**config.mk**
```make
export PLATFORM = sky130hd
export DESIGN_NAME = if_id_fifo_flat
export DESIGN_NICKNAME = d
export VERILOG_FILES = /design/src/rtl/if_id_fifo_if.sv /design/src/rtl/if_id_fifo.sv /design/src/flat_wrapper.sv
export SDC_FILE = /design/constraint.sdc
export NUM_CORES = 1
export LEC_CHECK = 0
export BUFFER_PORTS_ARGS = -buffer_cell sky130_fd_sc_hd__buf_2
export CAP_MARGIN = 20
export CORE_ASPECT_RATIO = 0.6
export CORE_MARGIN = 2
export CORE_UTILIZATION = 54
export CTS_CLUSTER_DIAMETER = 100
export DETAILED_ROUTE_END_ITERATION = 7
export MAX_ROUTING_LAYER = met4
export PLACE_DENSITY = 0.85
export SETUP_SLACK_MARGIN = 0.02
export SLEW_MARGIN = 20
export SYNTH_ARGS = -nofsm -noshare
export SYNTH_HDL_FRONTEND = slang
export SYNTH_SLANG_ARGS = --single-unit
export TNS_END_PERCENT = 30
```
**constraint.sdc**
```tcl
create_clock -name clk -period 18.9 [get_ports clk]
set_input_delay 0.945 -clock clk [delete_from_list [all_inputs] [get_ports clk]]
set_output_delay 0.945 -clock clk [all_outputs]
set_load 0.02 [all_outputs]
```
**src/rtl/if_id_fifo_if.sv**
```systemverilog
// Bundle of fetch-side and ID-side signals around the IF/ID decoupling queue.
//
// Handshake semantics: a fetch beat transfers on a rising edge when
// in_valid && in_ready (and no flush); the producer must hold the beat stable
// while in_valid is high and in_ready is low. The head entry is consumed on a
// rising edge when id_valid && id_allowin (and no flush). in_ready depends on
// occupancy only, never on id_allowin, so there is no combinational ready path.
interface if_id_fifo_if #(
    parameter int PC_W = 32
);
    // Fetch side
    logic            in_valid;
    logic            in_ready;
    logic [PC_W-1:0] in_pc;
    logic [31:0]     in_inst;
    logic            in_adel;
    logic            in_is_ds;

    // ID side
    logic            id_allowin;
    logic            id_valid;
    logic [PC_W-1:0] id_pc;
    logic [31:0]     id_inst;
    logic            id_adel;
    logic            id_is_ds;
    logic [5:0]      id_op;
    logic [5:0]      id_funct;
    logic [4:0]      id_rs;
    logic [4:0]      id_rt;
    logic [4:0]      id_rd;
    logic [4:0]      id_sa;
    logic [15:0]     id_imm;

    // Environment view: drives fetch beats and ID consumption
    modport master (
        output in_valid, in_pc, in_inst, in_adel, in_is_ds, id_allowin,
        input  in_ready, id_valid, id_pc, id_inst, id_adel, id_is_ds,
        input  id_op, id_funct, id_rs, id_rt, id_rd, id_sa, id_imm
    );

    // Queue view
    modport slave (
        input  in_valid, in_pc, in_inst, in_adel, in_is_ds, id_allowin,
        output in_ready, id_valid, id_pc, id_inst, id_adel, id_is_ds,
        output id_op, id_funct, id_rs, id_rt, id_rd, id_sa, id_imm
    );
endinterface

```
**src/rtl/if_id_fifo.sv**
```systemverilog
// IF/ID decoupling queue: DEPTH-entry circular buffer of fetched beats with
// a registered-only path (no fall-through), flush-to-empty on redirect, and
// the head instruction pre-split into decoder fields.
module if_id_fifo #(
    parameter int DEPTH = 2,
    parameter int PC_W  = 32,
    parameter int CNT_W = 2
) (
    input  logic             clk,
    input  logic             resetn,
    input  logic             flush,
    if_id_fifo_if.slave      bus,
    output logic [CNT_W-1:0] count
);
    localparam int PTR_W = (DEPTH > 1) ? $clog2(DEPTH) : 1;
    localparam logic [CNT_W-1:0] FULL_CNT = CNT_W'(DEPTH);
    localparam logic [CNT_W-1:0] CNT_ONE  = CNT_W'(1);
    localparam logic [PTR_W-1:0] PTR_ONE  = PTR_W'(1);

    // Pointer and occupancy state
    logic [PTR_W-1:0] rd_ptr_q, rd_ptr_d;
    logic [PTR_W-1:0] wr_ptr_q, wr_ptr_d;
    logic [CNT_W-1:0] count_q, count_d;

    // Entry storage; contents are don't-care while not counted as occupied
    logic [PC_W-1:0]  pc_mem_q   [DEPTH];
    logic [31:0]      inst_mem_q [DEPTH];
    logic             adel_mem_q [DEPTH];
    logic             ds_mem_q   [DEPTH];

    logic             can_accept;
    logic             head_valid;
    logic             push;
    logic             pop;
    logic [31:0]      head_inst;

    // Ready is a pure function of occupancy: a full queue refuses a beat even
    // when the head is being consumed in the same cycle.
    assign can_accept = (count_q < FULL_CNT);
    assign head_valid = (count_q != '0);

    // Flush wins over both sides of the handshake.
    assign push = bus.in_valid & can_accept & ~flush;
    assign pop  = head_valid & bus.id_allowin & ~flush;

    // Next-state for pointers and occupancy
    always_comb begin
        rd_ptr_d = rd_ptr_q;
        wr_ptr_d = wr_ptr_q;
        count_d  = count_q;
        if (flush) begin
            rd_ptr_d = '0;
            wr_ptr_d = '0;
            count_d  = '0;
        end else begin
            if (push) begin
                wr_ptr_d = wr_ptr_q + PTR_ONE;
            end
            if (pop) begin
                rd_ptr_d = rd_ptr_q + PTR_ONE;
            end
            case ({push, pop})
                2'b10:   count_d = count_q + CNT_ONE;
                2'b01:   count_d = count_q - CNT_ONE;
                default: count_d = count_q;
            endcase
        end
    end

    // Pointer/occupancy registers with synchronous active-low reset
    always_ff @(posedge clk) begin
        if (!resetn) begin
            rd_ptr_q <= '0;
            wr_ptr_q <= '0;
            count_q  <= '0;
        end else begin
            rd_ptr_q <= rd_ptr_d;
            wr_ptr_q <= wr_ptr_d;
            count_q  <= count_d;
        end
    end

    // Entry write on accepted beat; storage itself is never cleared
    always_ff @(posedge clk) begin
        if (resetn && push) begin
            pc_mem_q[wr_ptr_q]   <= bus.in_pc;
            inst_mem_q[wr_ptr_q] <= bus.in_inst;
            adel_mem_q[wr_ptr_q] <= bus.in_adel;
            ds_mem_q[wr_ptr_q]   <= bus.in_is_ds;
        end
    end

    // An empty queue presents an all-zero beat: inst 0 is sll $0,$0,0, a nop.
    assign head_inst    = head_valid ? inst_mem_q[rd_ptr_q] : 32'h0;

    assign bus.in_ready = can_accept;
    assign bus.id_valid = head_valid;
    assign bus.id_pc    = head_valid ? pc_mem_q[rd_ptr_q] : '0;
    assign bus.id_inst  = head_inst;
    assign bus.id_adel  = head_valid ? adel_mem_q[rd_ptr_q] : 1'b0;
    assign bus.id_is_ds = head_valid ? ds_mem_q[rd_ptr_q] : 1'b0;

    // Decoder fields are plain slices of the head instruction
    assign bus.id_op    = head_inst[31:26];
    assign bus.id_rs    = head_inst[25:21];
    assign bus.id_rt    = head_inst[20:16];
    assign bus.id_rd    = head_inst[15:11];
    assign bus.id_sa    = head_inst[10:6];
    assign bus.id_funct = head_inst[5:0];
    assign bus.id_imm   = head_inst[15:0];

    assign count = count_q;
endmodule

```
**src/flat_wrapper.sv**
```systemverilog
// flat-port wrapper written by rule: the top's interface ports become plain ports
module if_id_fifo_flat 
#(
    parameter int DEPTH = 2,
    parameter int PC_W  = 32,
    parameter int CNT_W = 2
)
  (clk, resetn, flush, count, bus_in_valid, bus_in_pc, bus_in_inst, bus_in_adel, bus_in_is_ds, bus_id_allowin, bus_in_ready, bus_id_valid, bus_id_pc, bus_id_inst, bus_id_adel, bus_id_is_ds, bus_id_op, bus_id_funct, bus_id_rs, bus_id_rt, bus_id_rd, bus_id_sa, bus_id_imm);
  if_id_fifo_if #(.PC_W(PC_W)) bus_i ();
  input  logic clk;
  input  logic resetn;
  input  logic flush;
  output logic [CNT_W-1:0] count;
  input wire logic [$bits(bus_i.in_valid)-1:0] bus_in_valid;
  input wire logic [$bits(bus_i.in_pc)-1:0] bus_in_pc;
  input wire logic [$bits(bus_i.in_inst)-1:0] bus_in_inst;
  input wire logic [$bits(bus_i.in_adel)-1:0] bus_in_adel;
  input wire logic [$bits(bus_i.in_is_ds)-1:0] bus_in_is_ds;
  input wire logic [$bits(bus_i.id_allowin)-1:0] bus_id_allowin;
  output wire logic [$bits(bus_i.in_ready)-1:0] bus_in_ready;
  output wire logic [$bits(bus_i.id_valid)-1:0] bus_id_valid;
  output wire logic [$bits(bus_i.id_pc)-1:0] bus_id_pc;
  output wire logic [$bits(bus_i.id_inst)-1:0] bus_id_inst;
  output wire logic [$bits(bus_i.id_adel)-1:0] bus_id_adel;
  output wire logic [$bits(bus_i.id_is_ds)-1:0] bus_id_is_ds;
  output wire logic [$bits(bus_i.id_op)-1:0] bus_id_op;
  output wire logic [$bits(bus_i.id_funct)-1:0] bus_id_funct;
  output wire logic [$bits(bus_i.id_rs)-1:0] bus_id_rs;
  output wire logic [$bits(bus_i.id_rt)-1:0] bus_id_rt;
  output wire logic [$bits(bus_i.id_rd)-1:0] bus_id_rd;
  output wire logic [$bits(bus_i.id_sa)-1:0] bus_id_sa;
  output wire logic [$bits(bus_i.id_imm)-1:0] bus_id_imm;
  assign bus_i.in_valid = bus_in_valid;
  assign bus_i.in_pc = bus_in_pc;
  assign bus_i.in_inst = bus_in_inst;
  assign bus_i.in_adel = bus_in_adel;
  assign bus_i.in_is_ds = bus_in_is_ds;
  assign bus_i.id_allowin = bus_id_allowin;
  assign bus_in_ready = bus_i.in_ready;
  assign bus_id_valid = bus_i.id_valid;
  assign bus_id_pc = bus_i.id_pc;
  assign bus_id_inst = bus_i.id_inst;
  assign bus_id_adel = bus_i.id_adel;
  assign bus_id_is_ds = bus_i.id_is_ds;
  assign bus_id_op = bus_i.id_op;
  assign bus_id_funct = bus_i.id_funct;
  assign bus_id_rs = bus_i.id_rs;
  assign bus_id_rt = bus_i.id_rt;
  assign bus_id_rd = bus_i.id_rd;
  assign bus_id_sa = bus_i.id_sa;
  assign bus_id_imm = bus_i.id_imm;
  if_id_fifo #(.DEPTH(DEPTH), .PC_W(PC_W), .CNT_W(CNT_W)) u_core (.clk(clk), .resetn(resetn), .flush(flush), .bus(bus_i), .count(count));
endmodule
```
==> results of run 1 <==
==> where the power goes <==
group | switching (mW) | internal [mW]
Sequential | 0.00193 | 0.339
Clock | 0.116 | 0.179
Combinational | 0.0253 | 0.0143
Total | 0.144 | 0.532
==> path summary, 6_finish.rpt <==
| path | start | endpoint | cells past startpoint |
|---|---|---|---|
| hold / removal | u_core.rd_ptr_q | u_core.rd_ptr_q | 2 |
| setup / recovery | u_core.count[1] | bus_id_rs[2] | 4 |
| setup reg to reg | u_core.count[1] | u_core.count[1] | 5 |
| hold reg to reg | u_core.rd_ptr_q | u_core.rd_ptr_q | 2 |
==> area by class of cell <==
| cell class | count | area [um^2] |
|---|---|---|
| clock buffers | 18 | 429 |
| clock inverters | 14 | 108 |
| fillers | 703 | 3090 |
| inverters | 2 | 7.51 |
| multi-input cells | 154 | 1060 |
| flip-flops and latches | 137 | 4070 |
| well taps | 135 | 169 |
| repair buffers | 192 | 991 |
==> logic make-up (layout without fill, tap and decap cells) <==
logic type               count (synthesis)  in the layout  synth area share, %
buffers and inverters                   65            226                 8.13
adder cells (fa/ha/maj)                  1              1                0.225
AND/OR/NAND/NOR                         80             80                 5.68
multiplexers                            66             66                 11.9
XOR/XNOR                                 4              4                0.631
AO/OA/AOI/OAI                            3              3                0.270
flip-flops                             137            137                 73.2
==> Yosys cell counts <==
cell type  number
clkbuf_2        1
a21oi_1         1
edfxtp_1      132
nor3b_1         1
mux2i_1        66
nor2b_1         2
buf_4          53
o21ai_0         2
nand2b_1        1
nor3_1          1
nand2_1         2
dfxtp_1         5
ha_1            1
buf_2           6
clkbuf_1        3
inv_1           2
xnor2_1         2
nor2_1         72
or3_1           1
xor2_1          2
==> per-stage QoR <==
| stage | util (%) | cell area [um^2] | worst slack (ns) | total power [mW] |
|---|---|---|---|---|
| after floorplan | - | 5550 | 12.33 | 0.373 |
| after global placement | 63.2 | 6260 | 16.14 | 0.386 |
| after detailed placement | 63.2 | 6260 | 16.06 | 0.387 |
| after CTS | 68.6 | 6800 | 15.63 | 0.681 |
| after global routing | 68.9 | 6830 | 15.51 | 0.697 |
| final | 68.9 | 6830 | 15.66 | 0.676 |
==> layer usage <==
metal | vias to the layer above | share of wire (%) | wire length [um] | GRT usage, %
met5 | - | 0 | 0 | -
li1 | 1528 | - | - | -
met4 | 0 | 0.15 | 15 | 5.42
met2 | 130 | 50 | 5110 | 30.8
met3 | 2 | 7.7 | 787 | 5.98
met1 | 1548 | 42 | 4370 | 22.4
==> state kept, by name, summed over array words and instances, names as in the netlist, named ones only <==
name / count
u_core.rd_ptr_q: 1
u_core.inst_mem_q: 64
u_core.count: 2
u_core.pc_mem_q: 64
u_core.wr_ptr_q: 1
u_core.ds_mem_q: 2
u_core.adel_mem_q: 2
==> critical path, stage by stage (launching register included) <==
cell and delay, ns:
dfxtp_1 0.41, nor2_4 0.66, buf_4 0.46, nor2_1 0.14, buf_2 0.18
==> metrics.md, run 1 <==
| Metric | Value |
|---|---|
| Total setup buffers inserted after CTS | `0` |
| Worst hold-check slack | `0.534 ns` |
| Worst clock skew | `0.00589 ns` |
| TritonCTS Buffers | `17` |
| Placeable core area | `9910 um^2` |
| Kind of end point of the critical path | `primary output` |
| Worst EP arrival | `2.29 ns` |
| Final cell count without fillers | `652` |
| Final total negative setup slack | `0 ns` |
| Clk slew on worst S/H paths | `0.06 ns` |
| Number of violations reported at the end of detailed-routing iteration 0 | `212` |
| Share of cells above drive strength 1 | `43.5%` |
| Leading cell types in the layout, fill and taps excluded | `188 x buf_2, 132 x edfxtp_1, 71 x nor2_1, 66 x mux2i_1, 17 x clkbuf_16` |
| Cell types occupying the most area after synthesis | `edfxtp_1 71%, mux2i_1 12%, buf_4 7.2%` |
| Part of the cycle the worst path needs | `17.1%` |
| ANT nets after route | `0` |
| Post-Syn Area | `5550 um^2` |
| Number of hold buffers added after cts | `0` |
| Vias in the first global route | `3052` |
| Number of standard-cell rows in the floorplan | `28` |
| Total nets after synthesis | `428` |
| Number of cells after detailed placement | `619` |
| Wire length of the first global-routing pass | `15000 um` |
| Global placer's final weighted congestion | `0.741` |
| Hold violation total from the final report | `0` |
| Number of detailed-route iterations in the first pass | `4` |
| Reg-to-reg slack, setup | `17.02 ns` |
| Total via count after detailed routing | `3208` |
| Die extent in x | `135 um` |
| Synth warn | `0` |
| Buffer type at the clock tree root | `clkbuf_16` |
| Area enclosed by the die boundary | `11100 um^2` |
| Insertion delay of the later-clocked pin in the worst-skew pair | `0.39 ns` |
| Initial antenna violation count | `0` |
| Least-Margin Pin Slew | `0.911 ns` |
| Half-perimeter wire length of the detailed placement result | `6650 um` |
| Critical-path maximum fanout | `34` |
| Endpoints failing setup | `0` |
| Minimum period implied by the final worst setup slack | `3.24 ns` |
| Number of different library cells in the post-synthesis netlist | `20` |
| Critical Path RT | `17.95 ns` |
| Die outline height | `82.6 um` |
| Leak | `2.72 nW` |
| Maximum clock frequency | `309 MHz` |
| Longest Clk Path Bufs | `2` |
| Largest net degree at the start of global routing | `67` |
| Number of clock sinks | `137` |
| WS Path Type | `reg2out` |
| Most frequent standard cell in the layout excluding fill and tap cells | `buf_2` |
| Share of synthesized area occupied by flip-flops and latches | `73.2%` |
| CTS HTree Levels | `4` |
| Top cell type by total area after synthesis | `edfxtp_1` |
| # Max-Cap Violations | `0` |
| Synth Area per Inst | `15.6 um^2` |
| Critical path startpoint category | `flip-flop` |
| Avg Vias per Cell | `4.92` |
| Global Route Usage Sum | `18.6%` |
| Number of synthesized register bits | `137` |
| I/O pin count | `189` |
| Power per cell area | `99.0 nW/um^2` |
| CTS tree | `built` |
| Count of buffers from port buffering | `188` |
| Post-detailed-routing wire length | `10300 um` |
| Final global-route overflow total | `0` |
| # diodes | `0` |
| Per-cell routed wire length | `15.8 um` |
| Relative max-transition margin | `39.2%` |
| Starting density of the core | `56.0%` |
| Unrepaired setup endpoints after global routing | `no` |
| Number of nets in the finished design | `576` |
| Share of Yosys cell area claimed by the top area cell type | `71.4%` |
| Number of design rule violations left after detail routing | `0` |
| Area added between synthesis and finish | `22.9%` |
| Worst min-delay path class | `reg2reg` |
| Status | `completed` |
| Number of cells produced by synthesis | `356` |
| Max-slew violation total from the final report | `0` |
| # resized after CTS | `0` |
| Maximum resistive drop on vdd | `0.0637 mV` |
(Power assumes the default switching activity.)
==> inputs of run 2 (changes only) <==
--- a/config.mk
+++ b/config.mk
@@ -9,11 +9,11 @@
 export CAP_MARGIN = 20
 export CORE_ASPECT_RATIO = 0.6
 export CORE_MARGIN = 2
-export CORE_UTILIZATION = 54
+export CORE_UTILIZATION = 50
 export CTS_CLUSTER_DIAMETER = 100
 export DETAILED_ROUTE_END_ITERATION = 7
 export MAX_ROUTING_LAYER = met4
-export PLACE_DENSITY = 0.85
+export PLACE_DENSITY = 0.8
 export SETUP_SLACK_MARGIN = 0.02
 export SLEW_MARGIN = 20
 export SYNTH_ARGS = -nofsm -noshare
==> constraint.sdc (replaced) <==
create_clock -name clk -period 3.4 [get_ports clk]
set_input_delay 0.17 -clock clk [delete_from_list [all_inputs] [get_ports clk]]
set_output_delay 0.17 -clock clk [all_outputs]
set_load 0.02 [all_outputs]
==> metrics.md, run 2 (synthesized netlist as in run 1, its figures left out) <==
| Metric | Value |
|---|---|
| Status | `finished, violations left` |
| Violated checks | `DRC` |
| Portion of total power attributed to the clock network | `47.1% (+3.4 points)` |
| Area after detailed placement | `6290 um^2 (+0.40%)` |
| Final global-route overflow total | `0 (unchanged)` |
| Critical path startpoint category | `flip-flop` |
| Biggest regs | `u_core.inst_mem_q (64), u_core.pc_mem_q (64)` |
| Worst hold-check slack | `0.160 ns (-0.374 ns)` |
| Final cell count without fillers | `723 (+11%)` |
| Share of power burned in combinational logic | `6.9% (+1.1 points)` |
| Global Route Usage Sum | `19.5% (+0.86 points)` |
| Largest delay contributor family on the critical path | `buffers and inverters` |
| Insertion delay of the later-clocked pin in the worst-skew pair | `0.40 ns (about the same)` |
| Worst min-delay path class | `in2reg` |
| Critical Path RT | `3.23 ns (-14.72 ns)` |
| Final total negative setup slack | `0 ns (unchanged)` |
| Unrepaired setup endpoints after global routing | `no` |
| I/O pin count | `189 (unchanged)` |
| Critical path's slowest cell | `buf_4` |
| WS Path Type | `reg2out` |
| Worst Min Path Start | `resetn` |
| CTS tree | `built` |
| Clk slew on worst S/H paths | `0.05 ns (about the same)` |
| Leading cell types in the layout, fill and taps excluded | `188 x buf_2, 132 x edfxtp_1, 71 x nor2_1, 66 x mux2i_1, 66 x dlygate4sd3_1` |
| TritonCTS Buffers | `17 (unchanged)` |
| Critical path cell sequence | `nor2_4 > buf_4 > nor2_1 > buf_2` |
| Portion of total power attributed to sequential cells | `46.0% (-4.5 points)` |
| Longest Clk Path Bufs | `2 (unchanged)` |
| Sum of internal, switching and leakage power | `4.12 mW (+510%)` |
| Multi-input combinational cell area | `1070 um^2 (+1.2%)` |
| Post-detailed-routing wire length | `11200 um (+8.6%)` |
| Seq. cell area | `4070 um^2 (unchanged)` |
| Count of buffers from port buffering | `188 (unchanged)` |
| Minimum period implied by the final worst setup slack | `2.18 ns` |
| Number of cells after detailed placement | `624 (+0.81%)` |
| Switching power | `0.809 mW (+460%)` |
| Start of the worst register-to-register path | `u_core.count[1]` |
| Kind of end point of the critical path | `primary output` |
| Worst EP arrival | `2.01 ns (-0.28 ns)` |
| # diodes | `0 (unchanged)` |
| # Max-Cap Violations | `0 (unchanged)` |
| Critical path buffer and inverter count | `2 (unchanged)` |
| Number of clock sinks | `137 (unchanged)` |
| Sw Share | `19.6% (-1.6 points)` |
| Area added between synthesis and finish | `37.0%` |
| Die outline height | `85.6 um (+3.7%)` |
| Cell area after layout | `7610 um^2 (+11%)` |
| Half-perimeter wire length of the detailed placement result | `6550 um (-1.5%)` |
| Critical path launch point | `u_core.count[1]` |
| Leak | `3.05 nW (+12%)` |
| Global placer's final weighted congestion | `0.810 (+9.3%)` |
| Number of nets in the finished design | `643 (+12%)` |
| # resized after CTS | `0 (unchanged)` |
| Wire length of the first global-routing pass | `17100 um (+14%)` |
| Maximum clock frequency | `458 MHz` |
| Critical-path maximum fanout | `67 (+97%)` |
| Part of the cycle the worst path needs | `64.2%` |
| Area enclosed by the die boundary | `12000 um^2 (+7.7%)` |
| Starting density of the core | `51.9% (-4.1 points)` |
| Number of detailed-route iterations in the first pass | `8 (+4)` |
| Placeable core area | `10700 um^2 (+8.0%)` |
| Total via count after detailed routing | `3517 (+9.6%)` |
| Buffer type at the clock tree root | `clkbuf_16` |
| Per-cell routed wire length | `15.4 um (-2.1%)` |
| Most frequent standard cell in the layout excluding fill and tap cells | `buf_2` |
| Die extent in x | `140 um (+3.8%)` |
| Least-Margin Pin Slew | `0.898 ns (-0.0134 ns)` |
| Vias in the first global route | `3450 (+13%)` |
| Avg Vias per Cell | `4.86 (-1.1%)` |
| Crit-path max cell delay | `0.54 ns (-0.12 ns)` |
| Endpoints failing setup | `0 (unchanged)` |
| Worst clock skew | `0.00995 ns (+0.00406 ns)` |
| ANT nets after route | `0 (unchanged)` |
| Share of cells above drive strength 1 | `38.7% (-4.8 points)` |
| Number of standard-cell rows in the floorplan | `29 (+3.6%)` |
| Number of fill cells | `697 (-0.85%)` |
| Hold violation total from the final report | `0 (unchanged)` |
| Initial antenna violation count | `0 (unchanged)` |
| Max-slew violation total from the final report | `0 (unchanged)` |
| Power per cell area | `542 nW/um^2 (+450%)` |
| CTS HTree Levels | `4 (unchanged)` |
| Number of violations reported at the end of detailed-routing iteration 0 | `224 (+5.7%)` |
| Maximum resistive drop on vdd | `0.420 mV (+560%)` |
| Largest net degree at the start of global routing | `68 (+1.5%)` |
| Relative max-transition margin | `40.1% (+0.89 points)` |
| Number of design rule violations left after detail routing | `15 (+15)` |
| Cell Int Power | `3.31 mW (+520%)` |
## run 2: worst register-to-register path: cells and delay by family, from the launching register on
kind	cells	cell delay, ns
flops	1	0.61
simple gates	2	0.50
compound gates	2	0.39
fa+ha+maj	1	0.27
## run 2: final cells by class
cell class / count / share of cell area [%]
Timing Repair Buffer: 259 / 21.8
Sequential cell: 137 / 53.5
Clock buffer: 19 / 5.69
Multi-Input combinational cell: 154 / 14.0
Inverter: 2 / 0.0987
Clock inverter: 13 / 2.63
Tap cell: 139 / 2.29
## run 2: per-stage QoR
stage / worst slack [ns] / util [%]
2_1_floorplan: -0.141 / -
4_1_cts: 1.02 / 70.8
3_3_place_gp: 1.48 / 58.7
5_1_grt: 1.08 / 71.1
3_5_place_dp: 1.46 / 58.7
6_report: 1.22 / 71.1
## run 2: timing repair
action / in CTS / in global routing
hold endpoints to repair: 132 / 0
hold buffers: 66 / 0
setup buffers: 0 / 0
## run 2: metal layers
| layer | wire, um | share of wire [%] | vias up | global-route usage [%] |
|---|---|---|---|---|
| met4 | 71 | 0.64 | 0 | 6.70 |
| met5 | 0 | 0 | - | - |
| li1 | - | - | 1669 | - |
| met2 | 5700 | 51 | 181 | 33.7 |
| met1 | 4550 | 41 | 1656 | 22.8 |
| met3 | 835 | 7.5 | 11 | 4.47 |
## run 2: final timing paths
check | endpoint | slack [ns] | depth (start not counted)
max | bus_id_inst[12] | 1.22 | 4
min reg2reg | flip-flop | 0.52 | 2
min | u_core.count[1] | 0.16 | 3
max reg2reg | u_core.count[1] | 1.56 | 5
## run 2: power groups by stage
stage / Combinational [mW] / Clock [mW] / Sequential, mW
after floorplan: 0.140 / 0 / 1.93
after global placement: 0.214 / 0 / 1.93
after detailed placement: 0.220 / 0 / 1.94
after CTS: 0.279 / 1.97 / 1.90
after global routing: 0.306 / 2.05 / 1.90
final: 0.285 / 1.94 / 1.90
